$ cat src/rtl/formatter_pkg.sv
// Shared types and constants for the packet formatter.
package formatter_pkg;

  localparam int unsigned MAX_LEN = 32;
  localparam logic [1:0]  NO_CH   = 2'b11;

  typedef enum logic [2:0] {
    StIdle,
    StIdReq,
    StWaitId,
    StFill,
    StReq,
    StSend
  } fmt_state_e;

  // Select 0..3 -> 4,8,16,32; selects 4..7 saturate to 32.
  function automatic logic [5:0] len_map(input logic [2:0] sel);
    logic [5:0] len;
    case (sel)
      3'd0:    len = 6'd4;
      3'd1:    len = 6'd8;
      3'd2:    len = 6'd16;
      default: len = 6'd32;
    endcase
    return len;
  endfunction

endpackage

$ cat src/rtl/fmt_pkt_buf.sv
// Packet buffer: synchronous write, combinational read. Contents are not reset.
module fmt_pkt_buf #(
  parameter int unsigned DATA_W = 32,
  parameter int unsigned Depth  = 32,
  localparam int unsigned AW    = $clog2(Depth)
) (
  input  logic              clk_i,
  input  logic              we_i,
  input  logic [AW-1:0]     waddr_i,
  input  logic [DATA_W-1:0] wdata_i,
  input  logic [AW-1:0]     raddr_i,
  output logic [DATA_W-1:0] rdata_o
);

  logic [DATA_W-1:0] mem_q [Depth];

  always_ff @(posedge clk_i) begin
    if (we_i) begin
      mem_q[waddr_i] <= wdata_i;
    end
  end

  assign rdata_o = mem_q[raddr_i];

endmodule

$ cat src/rtl/formatter.sv
// Packet formatter: fetches a channel from the arbiter, buffers one packet, then
// bursts it downstream after a request/grant handshake.
module formatter #(
  parameter int unsigned DATA_W  = 32,
  parameter int unsigned MAX_LEN = 32
) (
  input  logic              clk_i,
  input  logic              rstn_i,
  input  logic              a2f_val_i,
  input  logic [1:0]        a2f_id_i,
  input  logic [DATA_W-1:0] a2f_data_i,
  input  logic [2:0]        a2f_pkglen_sel_i,
  output logic              f2a_id_req_o,
  output logic              f2a_ack_o,
  input  logic              fmt_grant_i,
  output logic              fmt_req_o,
  output logic [1:0]        fmt_chid_o,
  output logic [5:0]        fmt_length_o,
  output logic [DATA_W-1:0] fmt_data_o,
  output logic              fmt_start_o,
  output logic              fmt_end_o
);

  import formatter_pkg::*;

  localparam int unsigned AW = $clog2(MAX_LEN);

  fmt_state_e        state_q, state_d;
  logic [1:0]        chid_q, chid_d;
  logic [5:0]        len_q, len_d;
  logic [5:0]        wcnt_q, wcnt_d;
  logic [5:0]        rcnt_q, rcnt_d;
  logic [DATA_W-1:0] data_q, data_d;
  logic              start_q, start_d;
  logic              end_q, end_d;
  logic              buf_we;
  logic [DATA_W-1:0] buf_rdata;

  fmt_pkt_buf #(
    .DATA_W (DATA_W),
    .Depth  (MAX_LEN)
  ) u_buf (
    .clk_i   (clk_i),
    .we_i    (buf_we),
    .waddr_i (wcnt_q[AW-1:0]),
    .wdata_i (a2f_data_i),
    .raddr_i (rcnt_q[AW-1:0]),
    .rdata_o (buf_rdata)
  );

  always_comb begin
    state_d = state_q;
    chid_d  = chid_q;
    len_d   = len_q;
    wcnt_d  = wcnt_q;
    rcnt_d  = '0;
    data_d  = '0;
    start_d = 1'b0;
    end_d   = 1'b0;
    buf_we  = 1'b0;
    case (state_q)
      StIdle:  state_d = StIdReq;
      StIdReq: state_d = StWaitId;
      StWaitId: begin
        if (a2f_id_i == NO_CH) begin
          state_d = StIdReq;
        end else begin
          chid_d  = a2f_id_i;
          len_d   = len_map(a2f_pkglen_sel_i);
          wcnt_d  = '0;
          state_d = StFill;
        end
      end
      StFill: begin
        if (a2f_val_i) begin
          buf_we = 1'b1;
          wcnt_d = wcnt_q + 6'd1;
          if (wcnt_q == len_q - 6'd1) begin
            state_d = StReq;
          end
        end
      end
      StReq: begin
        // Word 0 is registered on the grant edge so it appears as req drops.
        if (fmt_grant_i) begin
          data_d  = buf_rdata;
          start_d = 1'b1;
          rcnt_d  = 6'd1;
          state_d = StSend;
        end
      end
      StSend: begin
        if (rcnt_q == len_q) begin
          state_d = StIdReq;
        end else begin
          data_d = buf_rdata;
          end_d  = (rcnt_q == len_q - 6'd1);
          rcnt_d = rcnt_q + 6'd1;
        end
      end
      default: state_d = StIdle;
    endcase
  end

  always_ff @(posedge clk_i or negedge rstn_i) begin
    if (!rstn_i) begin
      state_q <= StIdle;
      chid_q  <= '0;
      len_q   <= '0;
      wcnt_q  <= '0;
      rcnt_q  <= '0;
      data_q  <= '0;
      start_q <= 1'b0;
      end_q   <= 1'b0;
    end else begin
      state_q <= state_d;
      chid_q  <= chid_d;
      len_q   <= len_d;
      wcnt_q  <= wcnt_d;
      rcnt_q  <= rcnt_d;
      data_q  <= data_d;
      start_q <= start_d;
      end_q   <= end_d;
    end
  end

  assign f2a_id_req_o = (state_q == StIdReq);
  assign f2a_ack_o    = (state_q == StFill);
  assign fmt_req_o    = (state_q == StReq);
  assign fmt_chid_o   = chid_q;
  assign fmt_length_o = len_q;
  assign fmt_data_o   = data_q;
  assign fmt_start_o  = start_q;
  assign fmt_end_o    = end_q;

endmodule

$ cat config.mk
export PLATFORM = sky130hd
export DESIGN_NAME = formatter
export DESIGN_NICKNAME = d
export VERILOG_FILES = /design/src/rtl/formatter_pkg.sv /design/src/rtl/fmt_pkt_buf.sv /design/src/rtl/formatter.sv
export SDC_FILE = /design/constraint.sdc
export NUM_CORES = 1
export LEC_CHECK = 0
export CAP_MARGIN = 10
export CELL_PAD_IN_SITES_DETAIL_PLACEMENT = 0
export CELL_PAD_IN_SITES_GLOBAL_PLACEMENT = 1
export CORE_MARGIN = 5
export CORE_UTILIZATION = 59
export CTS_CLUSTER_SIZE = 8
export DETAILED_ROUTE_END_ITERATION = 10
export PLACE_DENSITY_LB_ADDON = 0.08
export SETUP_SLACK_MARGIN = 0.5
export SLEW_MARGIN = 20
export SYNTH_ARGS = -nofsm -noshare
export SYNTH_HDL_FRONTEND = slang
export SYNTH_SLANG_ARGS = --single-unit
$ cat constraint.sdc
create_clock -name clk_i -period 7.5 [get_ports clk_i]
set_input_delay 2.25 -clock clk_i [delete_from_list [all_inputs] [get_ports clk_i]]
set_output_delay 2.25 -clock clk_i [all_outputs]
set_load 0.1 [all_outputs]
Word level (Yosys, flattened, before mapping):

Memories as Yosys holds them, arrays and structs flattened.
Index checks and enable logic that the tools add are counted.

* output and inout bits: 45
* register bits: 57
* memories kept: 1
* input port bits: 41
* word-level logic and storage cells: 59
* RAM bits: 1024

Memories
* u_buf.mem_q: depth 32, width 32, rd ports 1, clocked after Yosys merged registers in 0, wr ports 1, line fmt_pkt_buf.sv:15 `logic [DATA_W-1:0] mem_q [Depth];`

* add/sub/neg operators: 3
* muxes and demuxes: 24
* bitwise operators: 1
* equality and inequality tests: 16
* reductions and logical operators: 6

Operator list (number)
* $mux 32: 2
* $pmux 32 s2: 1
* $pmux 6 s2: 2
* $eq 6x6->1: 3
* $mux 6: 3
* $pmux 3 s6: 1
* $pmux 6 s3: 1
* $add 6x1->6 const B: 2
* $mux 3: 4
* $eq 3x2->1 const B: 3
* $mux 1: 9
* $ne 2x2->1 const B: 4
* $eq 3x1->1 const B: 2
* $eq 3x3->1 const B: 2
* $logic_not 3->1: 2
* $sub 6x1->6 const B: 1
* $reduce_and 4->1: 1
* $reduce_and 3->1: 1
* $eq 2x2->1 const B: 1
* $mux 2: 1
* $ne 2x1->1 const B: 1
* $reduce_and 2->1: 1
* $reduce_bool 2->1: 1
* $not 1->1: 1

Depth between registers and ports, before layout:

* word-level depth: 5
* gate-level depth with buffers: 9
* mapped depth without buffers: 6

By module:

Synthesis repeated with hierarchy kept, for this count alone.

* cells, all modules: 2425
* area total of the unflattened synthesis: 42104.1 um^2

Modules (own cells, without submodules)
* fmt_pkt_buf: cells an instance 2228, instances 1, area each 39844.5 um^2, seq. area each 30749.5 um^2
* formatter: cells an instance 197, instances 1, area each 2259.7 um^2, seq. area each 1376.3 um^2

Worst setup path after synthesis:

OpenSTA, ideal clock, no wires.

* path kind: reg-to-output
* from: reg state_q[0]
* to: out f2a_id_req_o
* slack: 2.427 ns
* cell stages (with the launch flop): 3
* arrival: 2.823 ns
* path buffers: 1
* data required time: 5.250 ns
* cell sequence: dfrtp_1 clkbuf_1 nor3b_1

* word-level cells in the longest chain between the ends: 1

Ends and longest elaborated chain
* start, declared: line formatter.sv:28 `fmt_state_e state_q, state_d;`
* start signal, assigned: line formatter.sv:107 `state_q <= StIdle;`
* start signal, assigned: line formatter.sv:116 `state_q <= state_d;`
* $eq 3x1->1: line formatter.sv:127 `assign f2a_id_req_o = (state_q == StIdReq);`
* end, declared: line formatter.sv:13 `output logic f2a_id_req_o,`

No other way between the ends.

Worst setup path after layout:

Same ends and word-level chain as after synthesis.

==> flow_summary.ini <==
[outcome]
status = finished clean

[synthesis]
seq_area_frac_synth_pct = 78.27
synthFlopType = edfxtp_1
synth_edf_count = 1024
synthAdderAreaFrac_pct = 0.2134
synth_top_family_by_area = multiplexers
synth.distinct_cells = 43
synth_area_mm2 = 0.04104
yosysMostFrequentCell = edfxtp_1
synth.area.top_cells = edfxtp_1 (75%), mux4_2 (14%), dfrtp_1 (3.4%)
syn_avg_cell_area_um2 = 22.59
yosys_register_bits = 1079
yosysTopAreaCell = edfxtp_1
ys_warn_count = 0
synth_xor_area_share_pct = 0.4603
synth-simple-area-share_pct = 1.829
syn_inst = 1817
synth_top_area_share_pct = 74.92
yosys-top-cells-count = edfxtp_1 (1024), mux4_2 (256), nor2_1 (90)
synthMuxAreaShare_pct = 14.95
synth-compound-area-share_pct = 2.814
synthArstFlopShare_pct = 5.097

[cts]
root_buffer = clkbuf_16
clock_latency_ps = 720
cts_tree = done
postCtsSetupBuffers = 0
hold_buffers = 0
cts.sinks = 1079
clk_pin_slew_ps = 50
cts_made_buffers = 152
cts.htree.levels = 4
post_cts_resized = 0
clockBufferDepth = 3

[finish]
fill_cells = 4172
multi_input_area_mm2 = 0.008573
drive_gt1_share_pct = 26.96
fin_nets = 2032
register_area_mm2 = 0.03214
area_growth_pct = 14.99

[detailed_routing]
ant_nets = 0
first_pass_iters = 5
met2_length_um = 49790
routed_wl_um = 99350
drc_errors = 0
highest_layer = met5
wl_met3_um = 8606
routed-via-count = 19410
drt_iter0_drc = 2264
m1WireLength_um = 38120
post_drt_wl_per_cell_um = 33.42
via_per_inst = 6.527

[worst_setup_path]
startpoint = state_q[0]$_DFFE_PN0P_
r2r_start = rcnt_q[0]$_DFF_PN0_
start_kind = register
path_max_fanout = 9
crit_chain = nor3b_1 > clkdlybuf4s50_1
crit_path_max_incr_delay_ps = 1210
arrival_ps = 2800
worstPathRequired_ps = 5250
cp_slowest_cell = clkdlybuf4s50_1
worstSetupPathType = reg -> out
cp-end-kind = output pin

[pwr]
vdd_drop_max_uv = 262.1
power.switching_mw = 3.139
p_sw_share_pct = 22.60
power.leakage_nw = 14.66
seqPwrFrac_pct = 49.6
pwr-share-comb_pct = 6.2
power.density_mw_per_mm2 = 294.3
clkPwrFrac_pct = 44.1
internal_power_mw = 10.75

[timing]
fmaxAchievable_ghz = 0.1978
fin_skew_ps = 20.04
tns_ps = 0
post-route-period-util_pct = 67.39
worst_hold_slack_ps = 489.7
hold_viol_final = 0
drv_slew = 0
finalCriticalPeriod_ps = 5055
max-slew-margin-rel_pct = 23.53
worst_pin_slew_ps = 1147
setup_viol_count_final = 0
rsz0062_at_grt = false

[global_routing]
antenna_found_initial = 4
globalRouteOverflowTotal = 0
grt_usage_pct = 26.90
grt_pass1_wl_um = 141600
grt_max_degree = 106
grt_pass1_vias = 19850

[floorplan]
dieArea_mm2 = 0.07494
num_rows = 96
io_pins = 86
die_width_um = 273.8
initial_core_util_pct = 59.63
core_area_mm2 = 0.06883
die_y_um = 273.8

[placement]
place_congestion = 0.9038
port_buffers = 83
hpwl_um = 55960

[worst_hold_path]
hp-start = fmt_chid_o[0]$_DFFE_PN0P_
worstHoldPathType = reg -> reg

[job]
cap_violations = 0
-- worst paths after layout --
path                       cells past startpoint  slack, ps                          end
setup / recovery                               2       2450                 f2a_id_req_o
hold / removal                                 2        490    fmt_chid_o[0]$_DFFE_PN0P_
setup reg to reg                               5       3970     fmt_data_o[20]$_DFF_PN0_
hold reg to reg                                2        490    fmt_chid_o[0]$_DFFE_PN0P_
max in group asynchronous                      2       5230          rcnt_q[2]$_DFF_PN0_
min in group asynchronous                      2       1670  fmt_length_o[5]$_DFFE_PN0P_
-- critical path, delay by kind of cell, from the launching register on --
family | cells | cell delay [ps]
flops | 1 | 510
simple gates | 1 | 360
buf+inv | 1 | 1210
-- logic make-up (layout without fill, tap and decap cells) --
group / Yosys count / in the layout
xor gates and xnor gates: 20 / 20
AOI/OAI and AO/OA: 146 / 146
adders and majority gates: 7 / 7
other: 1 / 4
DFF: 1079 / 1079
buffers and inverters: 108 / 330
muxes: 289 / 289
and+or+nand+nor: 167 / 167
-- power groups by stage --
stage	sequential, mW	clock [mW]	combinational [mW]
after floorplan	7.05	0	0.387
after detailed placement	7.00	0	0.849
after CTS	6.89	6.21	0.853
after global placement	6.99	0	0.833
final	6.89	6.13	0.867
after global routing	6.89	6.49	0.905
-- registers in the layout, indices dropped and copies added (netlist names) --
| register | count |
|---|---|
| u_buf.mem_q | 1024 |
| fmt_data_o | 32 |
| rcnt_q | 6 |
| wcnt_q | 6 |
| fmt_length_o | 4 |
| state_q | 3 |
| fmt_chid_o | 2 |
| fmt_end_o | 1 |
| fmt_start_o | 1 |
-- layout make-up --
class                      instances  area share, %
inverter                          12        0.09544
multi-input combinational        631          18.17
clock inverter                    12         0.4321
timing repair buffer             108          2.174
sequential                      1079          68.09
antenna                            2        0.01060
clock buffer                     198          8.560
tap                              931          2.468
-- layer usage --
metal	global-route usage [%]	up-vias
li1	-	7979
met1	36.75	10380
met2	44.03	900
met3	6.723	147
met4	7.952	2
met5	0	-
-- per-stage QoR --
stage          area, µm²  setup WS [ps]  util (%)  total power [mW]  std cells
2_1_floorplan      41050           2427         -             7.439       1818
3_3_place_gp       42770           2077     62.14             7.823       2753
3_5_place_dp       42770           1967     62.14             7.848       2753
4_1_cts            47010           2427     68.30             13.96       2963
5_1_grt            47190           2405     68.56             14.29       2971
6_report           47200           2445     68.57             13.89       2973
-- cells in the final DEF, fill, tap and decap left out, types with 3 or more instances in the layout --
| cell type | n |
|---|---|
| o22ai_1 | 31 |
| o22a_1 | 15 |
| nor3_1 | 17 |
| a21oi_1 | 5 |
| nand4_1 | 3 |
| buf_4 | 14 |
| nor2_1 | 58 |
| buf_12 | 9 |
| inv_6 | 3 |
| nand2_1 | 24 |
| clkbuf_16 | 155 |
| clkbuf_1 | 43 |
| ha_1 | 7 |
| clkinv_8 | 6 |
| mux4_2 | 256 |
| clkdlybuf4s50_1 | 54 |
| o221ai_1 | 15 |
| or3_1 | 3 |
| dfrtp_1 | 52 |
| o21ai_0 | 5 |
| nor2_4 | 32 |
| dfrtp_4 | 3 |
| nand3b_1 | 5 |
| and2_1 | 3 |
| nand3_1 | 5 |
| a22o_1 | 67 |
| buf_2 | 28 |
| mux2_2 | 33 |
| xor2_1 | 7 |
| xnor2_1 | 12 |
| nand2b_1 | 4 |
| nor2b_1 | 5 |
| inv_1 | 11 |
| edfxtp_1 | 1024 |
(Power assumes the default switching activity.)
